===== src/rtl/prt_scaler_hups.sv =====
// rtl/prt_scaler_hups.sv - horizontal 2x video upscaler (bypass / nearest / bilinear)
// Each accepted word expands into two output beats; bilinear holds one word back to see its right neighbour.
module prt_scaler_hups #(
  parameter int P_PPC = 4,
  parameter int P_BPC = 8,
  parameter int P_CPP = 3
) (
  input  logic                           RST_IN,
  input  logic                           CLK_IN,
  input  logic                           CTL_RUN_IN,
  input  logic [1:0]                     CTL_MODE_IN,
  input  logic                           HS_IN,
  input  logic [P_PPC*P_CPP*P_BPC-1:0]   DAT_IN,
  input  logic                           WR_IN,
  output logic                           RDY_OUT,
  output logic                           HS_OUT,
  output logic [P_PPC*P_CPP*P_BPC-1:0]   DAT_OUT,
  output logic                           DE_OUT,
  output logic                           ERR_OUT
);
  localparam int PW = P_CPP * P_BPC;
  localparam int W  = P_PPC * PW;
  localparam logic [1:0] M_NEAREST  = 2'd1;
  localparam logic [1:0] M_BILINEAR = 2'd2;

  typedef enum logic [1:0] {S_IDLE, S_HOLD, S_BEAT1} state_t;
  state_t state_r, state_nx;

  logic         run_prev_r, hs_prev_r, hs_d1_r, hs_d2_r;
  logic [1:0]   mode_r, mode_eff;
  logic [W-1:0] pend_r, beat1_r;
  logic         last_r, last_nx, flush_r, flush_nx;
  logic         run, run_rise, hs_edge, is_nn, is_bl, is_byp;
  logic         rdy, wr_ok, wr_bad;
  logic         emit0, emit1, load_pend;
  logic [W-1:0]    src;
  logic [PW-1:0]   nxt_pix;
  logic [W+PW-1:0] ext;
  logic [2*W-1:0]  exp2;

  function automatic logic [P_BPC-1:0] avg(input logic [P_BPC-1:0] a, input logic [P_BPC-1:0] b);
    logic [P_BPC:0] s;
    s = {1'b0, a} + {1'b0, b} + {{P_BPC{1'b0}}, 1'b1};
    return P_BPC'(s >> 1);
  endfunction

  // The mode is sampled on the run rising edge and usable in that same cycle.
  assign run      = CTL_RUN_IN;
  assign run_rise = run & ~run_prev_r;
  assign mode_eff = run_rise ? CTL_MODE_IN : mode_r;
  assign is_nn    = (mode_eff == M_NEAREST);
  assign is_bl    = (mode_eff == M_BILINEAR);
  assign is_byp   = ~(is_nn | is_bl);
  assign hs_edge  = HS_IN & ~hs_prev_r;
  assign rdy      = run & (state_r != S_BEAT1) & ~flush_r;
  assign wr_ok    = WR_IN & rdy & ~hs_edge;
  assign wr_bad   = run & WR_IN & ~wr_ok;
  assign RDY_OUT  = ~RST_IN & rdy;

  always_comb begin
    state_nx  = state_r;
    last_nx   = last_r;
    flush_nx  = flush_r;
    emit0     = 1'b0;
    emit1     = 1'b0;
    load_pend = 1'b0;
    if (!run || is_byp) begin
      state_nx = S_IDLE;
      last_nx  = 1'b0;
      flush_nx = 1'b0;
    end else begin
      case (state_r)
        S_IDLE: begin
          if (wr_ok) begin
            if (is_nn) begin
              emit0    = 1'b1;
              state_nx = S_BEAT1;
            end else begin
              load_pend = 1'b1;
              state_nx  = S_HOLD;
            end
          end
        end
        S_HOLD: begin
          if (flush_r || hs_edge) begin
            emit0    = 1'b1;
            last_nx  = 1'b1;
            flush_nx = 1'b0;
            state_nx = S_BEAT1;
          end else if (wr_ok) begin
            emit0     = 1'b1;
            load_pend = 1'b1;
            last_nx   = 1'b0;
            state_nx  = S_BEAT1;
          end
        end
        default: begin
          emit1 = 1'b1;
          if (last_r || !is_bl) begin
            state_nx = S_IDLE;
            last_nx  = 1'b0;
            flush_nx = 1'b0;
          end else begin
            state_nx = S_HOLD;
            if (hs_edge) flush_nx = 1'b1;
          end
        end
      endcase
    end
  end

  // Right neighbour of the last pixel: next word's first pixel, or itself at line end.
  always_comb begin
    src     = (state_r == S_HOLD) ? pend_r : DAT_IN;
    nxt_pix = ((state_r == S_HOLD) && !(flush_r || hs_edge)) ? DAT_IN[PW-1:0] : src[W-1 -: PW];
    ext     = {nxt_pix, src};
    exp2    = '0;
    for (int i = 0; i < P_PPC; i++) begin
      for (int c = 0; c < P_CPP; c++) begin
        exp2[(2*i*P_CPP+c)*P_BPC +: P_BPC] = ext[(i*P_CPP+c)*P_BPC +: P_BPC];
        exp2[((2*i+1)*P_CPP+c)*P_BPC +: P_BPC] = is_nn ? ext[(i*P_CPP+c)*P_BPC +: P_BPC]
            : avg(ext[(i*P_CPP+c)*P_BPC +: P_BPC], ext[((i+1)*P_CPP+c)*P_BPC +: P_BPC]);
      end
    end
  end

  always_ff @(posedge CLK_IN or posedge RST_IN) begin
    if (RST_IN) begin
      state_r    <= S_IDLE;
      run_prev_r <= 1'b0;
      hs_prev_r  <= 1'b0;
      hs_d1_r    <= 1'b0;
      hs_d2_r    <= 1'b0;
      mode_r     <= 2'd0;
      pend_r     <= '0;
      beat1_r    <= '0;
      last_r     <= 1'b0;
      flush_r    <= 1'b0;
      HS_OUT     <= 1'b0;
      DAT_OUT    <= '0;
      DE_OUT     <= 1'b0;
      ERR_OUT    <= 1'b0;
    end else begin
      run_prev_r <= run;
      hs_prev_r  <= HS_IN;
      if (run_rise) mode_r <= CTL_MODE_IN;
      hs_d1_r    <= HS_IN & run;
      hs_d2_r    <= hs_d1_r & run;
      HS_OUT     <= hs_d2_r & run;
      state_r    <= state_nx;
      last_r     <= last_nx;
      flush_r    <= flush_nx;
      ERR_OUT    <= run & (ERR_OUT | wr_bad);
      if (load_pend) pend_r <= DAT_IN;
      if (!run) begin
        DE_OUT <= 1'b0;
      end else if (is_byp) begin
        DAT_OUT <= DAT_IN;
        DE_OUT  <= wr_ok;
      end else if (emit0) begin
        DAT_OUT <= exp2[W-1:0];
        beat1_r <= exp2[2*W-1:W];
        DE_OUT  <= 1'b1;
      end else if (emit1) begin
        DAT_OUT <= beat1_r;
        DE_OUT  <= 1'b1;
      end else begin
        DE_OUT <= 1'b0;
      end
    end
  end
endmodule


===== config.mk =====
export PLATFORM = sky130hd
export DESIGN_NAME = prt_scaler_hups
export DESIGN_NICKNAME = d
export VERILOG_FILES = /design/src/rtl/prt_scaler_hups.sv
export SDC_FILE = /design/constraint.sdc
export NUM_CORES = 1
export LEC_CHECK = 0
export CORE_MARGIN = 1
export CORE_UTILIZATION = 64
export CTS_BUF_LIST = sky130_fd_sc_hd__clkbuf_4
export DETAILED_ROUTE_END_ITERATION = 10
export GPL_ROUTABILITY_DRIVEN = 0
export PLACE_DENSITY = 0.89
export SYNTH_ARGS = -nofsm -noshare
export SYNTH_HDL_FRONTEND = slang
export SYNTH_SLANG_ARGS = --single-unit

===== constraint.sdc =====
create_clock -name CLK_IN -period 24.6 [get_ports CLK_IN]
set_input_delay 6.15 -clock CLK_IN [delete_from_list [all_inputs] [get_ports CLK_IN]]
set_output_delay 6.15 -clock CLK_IN [all_outputs]
set_load 0.005 [all_outputs]

==> results_dict.tcl <==
set metrics [dict create \
    die_h_um 175 \
    ff2ff_setup_slack_ns 19.17 \
    holdPathEnd "hs_d2_r$_DFF_PP0_" \
    leakage_nw 9.86 \
    clkTransAtPathRegs_ns 0.06 \
    nets 2538 \
    htree_num_levels 3 \
    port_buffers 202 \
    timing.rr.end "beat1_r[79]$_DFFE_PP0P_" \
    ctsResizeCount 0 \
    vias_per_cell 6.63 \
    slew_headroom 0.292 \
    drive_above_1_share 0.116 \
    areaGrowthSynthToFinish_pct 16.2 \
    reg2reg_depth 14 \
    grt_pass1_vias 17895 \
    numCtsBuffers 81 \
    yosysUniqueCellTypes 74 \
    fp.dieArea_um2 30500 \
    worst_setup_path_start_kind "input port" \
    synth.top_cell.area_share 0.395 \
    ir_worst_vdd_mv 0.0604 \
    synth_nets 2378 \
    initial_utilization 0.658 \
    cts_setup_buffers 0 \
    report.final.slew_viol_count 0 \
    rsz0062_at_grt "false" \
    dp_slack_ns 10.54 \
    crit_path_max_fanout 19 \
    worstPathArrival_ns 7.92 \
    p_clk_frac 0.194 \
    finalSetupTns_ns 0 \
    antenna_found_initial 4 \
    dp_hpwl_um 38600 \
    rows 62 \
    coreArea_um2 29000 \
    num_vias 18534 \
    setup.worst_path.start "CTL_RUN_IN" \
    pwr-share-seq 0.392 \
    syn_avg_cell_area_um2 8.69 \
    ys_warn_count 0 \
    worstPathCellList "clkdlybuf4s50_1 > nand2_1 > nor3_1 > clkdlybuf4s50_1" \
    die_width_um 175 \
    ys_top_cells_by_area "dfrtp_1 (39%), mux2_2 (6.1%), a21oi_1 (6.1%)" \
    hold_depth 1 \
    path_depth 4 \
    critPathBufInv 2 \
    yosys.area.top_type "dfrtp_1" \
    dpl.cell_count 2656 \
    dr.pass1.iters 6 \
    drv_cap 0 \
    ys_seq_area_frac 0.395 \
    end_kind "output port" \
    synth-edff-count 0 \
    fin_cells 2795 \
    yosysMostFrequentCell "dfrtp_1" \
    hold_viol_final 0 \
    io_pins 203 \
    synth_area_um2 19100 \
    cpMostUsedCell "clkdlybuf4s50_1" \
    fin_crit_sh 0.572 \
    powerDensity_nw_per_um2 102 \
    fillers 2030 \
    fmax_mhz 71.1 \
    gr-total-overflow 0 \
    r2r-start "state_r[1]$_DFFE_PP0P_" \
    wl_um 58300 \
    synth-seq-cells 301 \
    hold_path_class "reg2reg" \
    p_comb_frac 0.415 \
    swShare 0.378 \
    period_minus_slack_ns 14.07 \
    cp.required_ns 18.45 \
    setup_viol 0 \
    wire_per_inst_um 20.9 \
    fin_skew_ns 0.0514 \
    holdBufCountCts 0 \
    drtAntennaViolNets 0 \
    syn-instance-count 2195 \
    slowest_delay_ns 0.92 \
    cts-root-buf "clkbuf_4" \
    slowest_stage "clkdlybuf4s50_1" \
    ys.flop_type "dfrtp_1" \
    outcome "complete, no violations" \
    drt_iter0_drc 2596 \
    switching_power_uw 854 \
    hold_start "hs_d1_r$_DFF_PP0_" \
    synth_common_cells "dfrtp_1 (301), nand2_1 (275), a21oi_1 (233), nor2_1 (224), o21ai_0 (211)" \
    p_int_mw 1.41 \
    drc_errors 0 \
    cts_max_path_buffers 3 \
    grt_max_degree 103 \
    grt_first_pass_wirelength_um 92500 \
    cts_sinks 301 \
    track_usage 0.381 \
    cp_top_family "buffers and inverters" \
    finalWorstSetupSlack_ns 10.53 \
    crit_type "in2out" \
    async_flop_share 1.00 \
    cts_tree "done" \
    clock_latency_ns 0.73 \
    worst_pin_slew_ns 1.06 \
]
-- power groups by stage --
| stage | clock network (mW) | logic, mW | registers [mW] |
|---|---|---|---|
| after CTS | 0.442 | 0.922 | 0.879 |
| after floorplan | 0 | 0.579 | 0.841 |
| final | 0.438 | 0.938 | 0.885 |
| after global routing | 0.471 | 1.02 | 0.908 |
| after detailed placement | 0 | 0.911 | 0.886 |
| after global placement | 0 | 0.871 | 0.870 |
-- per-layer routing --
metal	GRT usage	up-vias	part of all wire
met4	0.190	2	0.045
met5	0	-	0.00022
met1	0.520	8774	0.39
met3	0.0907	256	0.12
li1	-	8191	-
met2	0.569	1311	0.44
-- registers in the layout (all words and copies together), names as in the netlist --
register    count
flush_r         1
HS_OUT          1
hs_d2_r         1
mode_r          2
ERR_OUT         1
hs_prev_r       1
state_r         2
pend_r         96
DAT_OUT        96
last_r          1
DE_OUT          1
run_prev_r      1
hs_d1_r         1
beat1_r        96
-- cell usage in the layout (no fill, tap or decap), types with 23 or more instances in the layout --
master           netlist  final
a21oi_1              233    232
buf_4                  6     23
nand3_1               33     33
a211oi_1              45     45
mux2_2               104    104
nor3_1                29     29
mux2i_1               95     95
xnor2_1               46     46
o211ai_1              23     23
o21ai_0              211    210
clkbuf_4               0    124
nor2_1               224    224
clkdlybuf4s50_1        0    202
ha_1                  77     75
inv_1                 68     67
dfrtp_1              301    301
nand2_1              275    275
-- final cells by class --
class | instances | area [um2] | area share
tap | 384 | 480 | 0.0217
multi-input combinational | 1676 | 10700 | 0.483
clock buffer | 124 | 931 | 0.0420
clock inverter | 12 | 45.0 | 0.00203
timing repair buffer | 225 | 2190 | 0.0990
inverter | 70 | 273 | 0.0123
sequential | 301 | 7530 | 0.340
antenna | 3 | 7.51 | 0.000339
-- how the worst max path moves through the flow --
stage / end / slack (ns)
floorplan: DAT_OUT[0]$_DFFE_PP0P_ / 10.13
global placement: RDY_OUT / 10.57
detailed placement: RDY_OUT / 10.54
CTS: RDY_OUT / 10.55
global route: RDY_OUT / 10.42
finish: RDY_OUT / 10.53
-- stage by stage --
stage           util  hold slack, ns  cell area (um2)  power (mW)
2_1_floorplan      -           0.434            19100        1.42
4_1_cts        0.764           0.468            22200        2.24
5_1_grt        0.764           0.479            22200        2.40
3_3_place_gp   0.730           0.439            21200        1.74
3_5_place_dp   0.730           0.455            21200        1.80
6_report       0.764           0.466            22200        2.26
-- kinds of logic after synthesis --
logic type      count (synthesis)  share of synthesized area
compound gates                676                      0.212
xor+xnor                       68                     0.0312
fa+ha+maj                      90                     0.0590
buf+inv                       218                     0.0472
flops                         301                      0.395
mux                           201                      0.113
simple gates                  641                      0.143
(Power assumes the default switching activity.)
